`src/rtl/irq_ctrl_if.sv`:
```
// System data bus port shared by the memory-mapped peripherals:
// register select, qualified write strobe, write data and registered read data.
interface irq_ctrl_if;
  logic [1:0] addr;
  logic       we;
  logic [7:0] dbw;
  logic [7:0] dbr;

  modport master (output addr, output we, output dbw, input dbr);
  modport slave  (input addr, input we, input dbw, output dbr);
endinterface

```
`src/rtl/irq_ctrl.sv`:
```
// Interrupt controller: per-source level/edge pending capture, enable mask,
// W1C/W1S pending control, fixed-priority vector and a registered CPU IRQ.
module irq_ctrl #(
  parameter int NSRC = 4
) (
  input  logic            clk,
  input  logic            rst,
  irq_ctrl_if.slave       bus,
  input  logic [NSRC-1:0] src,
  output logic            irq
);

  // Registers are kept 8 bits wide; bits at NSRC and above are held at zero.
  localparam logic [7:0] SRC_MASK = 8'((9'd1 << NSRC) - 9'd1);

  logic [7:0] src_ext;
  logic [7:0] wdata;
  logic [7:0] clr;
  logic [7:0] set;
  logic [7:0] rise;
  logic [7:0] pend_en;
  logic [2:0] idx;

  logic [7:0] src_q, src_d;
  logic [7:0] pending_q, pending_d;
  logic [7:0] enable_q, enable_d;
  logic [7:0] mode_q, mode_d;
  logic [7:0] dbr_q, dbr_d;
  logic       irq_q, irq_d;

  always_comb begin
    src_ext = '0;
    src_ext[NSRC-1:0] = src;
    wdata = bus.dbw & SRC_MASK;
    clr   = (bus.we && bus.addr == 2'd0) ? wdata : 8'h00;
    set   = (bus.we && bus.addr == 2'd3) ? wdata : 8'h00;
    rise  = src_ext & ~src_q;
    src_d = src_ext;

    // Level bits follow src directly; edge bits latch, and set/rise beat clear.
    pending_d = (src_ext & ~mode_q) | (mode_q & ((pending_q & ~clr) | rise | set));

    enable_d = (bus.we && bus.addr == 2'd1) ? wdata : enable_q;
    mode_d   = (bus.we && bus.addr == 2'd2) ? wdata : mode_q;

    pend_en = pending_q & enable_q;
    irq_d   = |pend_en;

    idx = 3'd0;
    for (int i = 7; i >= 0; i--) begin
      if (pend_en[i]) idx = i[2:0];
    end

    case (bus.addr)
      2'd0:    dbr_d = pending_q;
      2'd1:    dbr_d = enable_q;
      2'd2:    dbr_d = mode_q;
      default: dbr_d = {irq_q, 4'b0000, idx};
    endcase
  end

  always_ff @(posedge clk or posedge rst) begin
    if (rst) begin
      src_q     <= 8'h00;
      pending_q <= 8'h00;
      enable_q  <= 8'h00;
      mode_q    <= 8'h00;
      dbr_q     <= 8'h00;
      irq_q     <= 1'b0;
    end else begin
      src_q     <= src_d;
      pending_q <= pending_d;
      enable_q  <= enable_d;
      mode_q    <= mode_d;
      dbr_q     <= dbr_d;
      irq_q     <= irq_d;
    end
  end

  assign bus.dbr = dbr_q;
  assign irq     = irq_q;

endmodule

```
`src/flat_wrapper.sv`:
```
// flat-port wrapper written by rule: the top's interface ports become plain ports
module irq_ctrl_flat 
#(
  parameter int NSRC = 4
)
  (clk, rst, src, irq, bus_addr, bus_we, bus_dbw, bus_dbr);
  irq_ctrl_if bus_i ();
  input  logic clk;
  input  logic rst;
  input  logic [NSRC-1:0] src;
  output logic irq;
  input wire logic [$bits(bus_i.addr)-1:0] bus_addr;
  input wire logic [$bits(bus_i.we)-1:0] bus_we;
  input wire logic [$bits(bus_i.dbw)-1:0] bus_dbw;
  output wire logic [$bits(bus_i.dbr)-1:0] bus_dbr;
  assign bus_i.addr = bus_addr;
  assign bus_i.we = bus_we;
  assign bus_i.dbw = bus_dbw;
  assign bus_dbr = bus_i.dbr;
  irq_ctrl #(.NSRC(NSRC)) u_core (.clk(clk), .rst(rst), .bus(bus_i), .src(src), .irq(irq));
endmodule
```
`config.mk`:
```
export PLATFORM = sky130hd
export DESIGN_NAME = irq_ctrl_flat
export DESIGN_NICKNAME = d
export VERILOG_FILES = /design/src/rtl/irq_ctrl_if.sv /design/src/rtl/irq_ctrl.sv /design/src/flat_wrapper.sv
export SDC_FILE = /design/constraint.sdc
export NUM_CORES = 1
export LEC_CHECK = 0
export BUFFER_PORTS_ARGS = -buffer_cell sky130_fd_sc_hd__buf_2
export CORE_MARGIN = 1
export CORE_UTILIZATION = 50
export CTS_CLUSTER_DIAMETER = 200
export DETAILED_ROUTE_END_ITERATION = 8
export PLACE_DENSITY = 0.77
export SLEW_MARGIN = 30
export SYNTH_ARGS = -nofsm -noshare
export SYNTH_HDL_FRONTEND = slang
export SYNTH_SLANG_ARGS = --single-unit
```
`constraint.sdc`:
```
create_clock -name clk -period 1.9 [get_ports clk]
set_input_delay 0.285 -clock clk [delete_from_list [all_inputs] [get_ports clk]]
set_output_delay 0.285 -clock clk [all_outputs]
set_load 0.02 [all_outputs]
```
==> flow_metrics.py <==
metrics = {
    "status": {
        "status": "finished, violations left",
        "violations": "hold timing",
    },
    "timing": {
        "post-route-period-util": 0.7554,
        "fmax_ghz": 0.6967,
        "drv_slew": 0,
        "period_minus_slack_ns": 1.435,
        "finalClockSkew_ns": 0.001191,
        "rsz0062_at_grt": "no",
        "finalSetupViolCount": 0,
        "holdWs_ns": -0.0008218,
        "final_hold_viol_count": 3,
        "fin_setup_tns_ns": 0,
    },
    "grt": {
        "grt_pass1_wl_um": 2918,
        "grt_max_degree": 23,
        "grt_overflow_total": 0,
        "antenna_found_initial": 0,
        "grt_pass1_vias": 645,
        "grt_use_total": 0.1995,
    },
    "clock_network": {
        "cts.clk_slew.worst_paths_ns": 0.11,
        "clock_sinks": 22,
        "cts_tree": "yes",
        "htree_num_levels": 1,
        "post-cts-setup-buffers": 0,
        "clock_path_buffers": 2,
        "clock_latency_ns": 0.29,
        "cts_resized": 0,
        "cts_inserted_buffers": 3,
        "root_buffer": "clkbuf_4",
        "cts_hold_buffers": 0,
    },
    "final_layout": {
        "nNetsFinal": 122,
        "multi_input_area_um2": 405.4,
        "fin_util": 0.6232,
        "fill_cells": 155,
        "final_common_cell": "dfrtp_1",
        "drive_above_1_share": 0.3107,
        "diodes": 0,
        "layout_common_cells": "dfrtp_1 (22), buf_2 (18), nand2_1 (13)",
        "finalInstanceArea_mm2": 0.001111,
        "area_growth_pct": 12.98,
        "regArea_um2": 550.5,
    },
    "routing": {
        "met3WireLength_um": 56,
        "vias": 708,
        "dr_wl_met2_um": 851,
        "drc": 0,
        "drt_wl_total_um": 1887,
        "vias_per_cell": 5.531,
        "wl_per_cell_um": 14.74,
        "met1_length_um": 956,
        "drt-pass1-iter-count": 3,
        "postRouteAntennaNets": 0,
        "routed.top_layer": "met4",
        "drtIter0Drc": 9,
    },
    "setup_path": {
        "cp_cell_sequence": "a22oi_2 > and3b_1 > mux4_2",
        "cp-start-kind": "flop",
        "crit_buf_inv": 0,
        "crit_family": "multiplexers",
        "cp.arrival_ns": 1.61,
        "critPathMaxStageDelay_ns": 0.46,
        "cp-end-kind": "flop",
        "slowest_stage": "mux4_2",
        "critPathRequiredTime_ns": 2.08,
        "crit_type": "reg2reg",
        "cp_max_fo": 5,
    },
    "placed_design": {
        "dp_hpwl_um": 1326,
        "gp_congestion": 0.6830,
        "place_area_mm2": 0.001089,
        "port_buffers": 18,
    },
    "floorplan": {
        "start_util": 0.5516,
        "dieHeight_um": 46.35,
        "fp-row-count": 15,
        "die-area_mm2": 0.002148,
        "boundaryPins": 26,
        "core_area_mm2": 0.001783,
        "die_w_um": 46.35,
    },
    "yosys": {
        "synth_warnings": 0,
        "yosysTopAreaCellShare": 0.5598,
        "synth-seq-cells": 22,
        "yosysUniqueCellTypes": 22,
        "synthFlopType": "dfrtp_1",
        "synth_area_um2": 983.4,
        "ys_seq_area_frac": 0.5598,
        "syn_inst": 84,
        "async_reset_ff_frac": 1.000,
        "synth_area_leaders": "dfrtp_1 (56%), mux2_2 (9.2%), nand2_1 (5.0%)",
        "synth.avg_cell_area_um2": 11.71,
        "synth_edf_count": 0,
        "synth_top_area_cell": "dfrtp_1",
    },
    "worst_hold_path": {
        "hp-class": "in2async",
    },
    "power_and_ir_drop": {
        "comb_power_share": 0.226,
        "switching_power_mw": 0.3248,
        "leakagePower_nw": 0.5160,
        "clkPwrFrac": 0.193,
        "seqPwrFrac": 0.581,
        "peakVddDrop_uv": 572.2,
        "intPower_mw": 0.7311,
        "p_per_area_mw_per_mm2": 950.4,
        "p_sw_frac": 0.3076,
    },
    "job": {
        "drv_cap": 0,
    },
}
[registers in the layout, indices dropped and copies added (netlist names)]
name and count:
u_core.src_q 4, u_core.mode_q 4, u_core.irq 1, u_core.bus.dbr 5
u_core.enable_q 4, u_core.pending_q 4
[tightest hold or removal path, cell delays in order]
cell   delay, ns
buf_2       0.09
inv_1       0.04
buf_4       0.27
[power groups by stage]
stage          registers, mW  clock network [mW]  logic [mW]
3_5_place_dp           0.619                   0       0.241
5_1_grt                0.622               0.233       0.265
3_3_place_gp           0.612                   0       0.231
2_1_floorplan          0.635                   0       0.141
4_1_cts                0.609               0.210       0.241
6_report               0.613               0.204       0.239
[per-layer routing]
| layer | vias to the layer above | track usage |
|---|---|---|
| li1 | 340 | - |
| met1 | 348 | 0.2864 |
| met2 | 18 | 0.2917 |
| met3 | 2 | 0.03529 |
| met4 | 0 | 0.08824 |
| met5 | - | 0 |
[through the flow]
step,hold slack (ns),std cells,setup slack [ns],power [mW]
finish,-0.0008218,128,0.4647,1.056
global route,0.004369,128,0.3969,1.120
CTS,0.003344,128,0.4446,1.061
detailed placement,0.3358,125,0.4700,0.8599
global placement,0.3249,125,0.5100,0.8438
floorplan,0.2742,86,0.5582,0.7767
[path summary, 6_finish.rpt]
| kind | from | to | slack [ns] | cells past startpoint |
|---|---|---|---|---|
| setup / recovery | u_core.pending_q[3] | u_core.bus.dbr[1] | 0.46 | 3 |
| hold / removal | rst | u_core.bus.dbr[2] | -0.0008 | 3 |
| setup reg to reg | u_core.pending_q[3] | u_core.bus.dbr[1] | 0.46 | 3 |
| hold reg to reg | u_core.irq | u_core.bus.dbr[7] | 0.53 | 1 |
| max in group asynchronous | rst | u_core.src_q[1] | 1.69 | 3 |
| min in group clk | src[2] | u_core.src_q[2] | 0.10 | 1 |
[layout make-up]
| type | instances | share of cell area |
|---|---|---|
| multi-input cells | 58 | 0.3649 |
| clock buffers | 3 | 0.02027 |
| flip-flops and latches | 22 | 0.4955 |
| repair buffers | 19 | 0.08784 |
| well taps | 25 | 0.02815 |
| inverters | 1 | 0.003378 |
[synth_stat cells (2+ instances only)]
master and number:
dfrtp_1 22, nand2_1 13, mux2_2 8, o21ai_0 7, nand2b_1 5, a31oi_1 4, o221ai_1 4, buf_4 3
mux2i_1 3, nand3_1 2, nand3b_1 2
[cell families (layout without fill, tap and decap cells)]
logic type	Yosys count	after routing	synth area share
muxes	12	12	0.1450
DFF	22	22	0.5598
other	1	3	0.003813
AOI/OAI and AO/OA	18	18	0.1272
and+or+nand+nor	25	25	0.1285
buffers and inverters	6	23	0.03561
No activity file was read; power rests on OpenSTA's default activity.
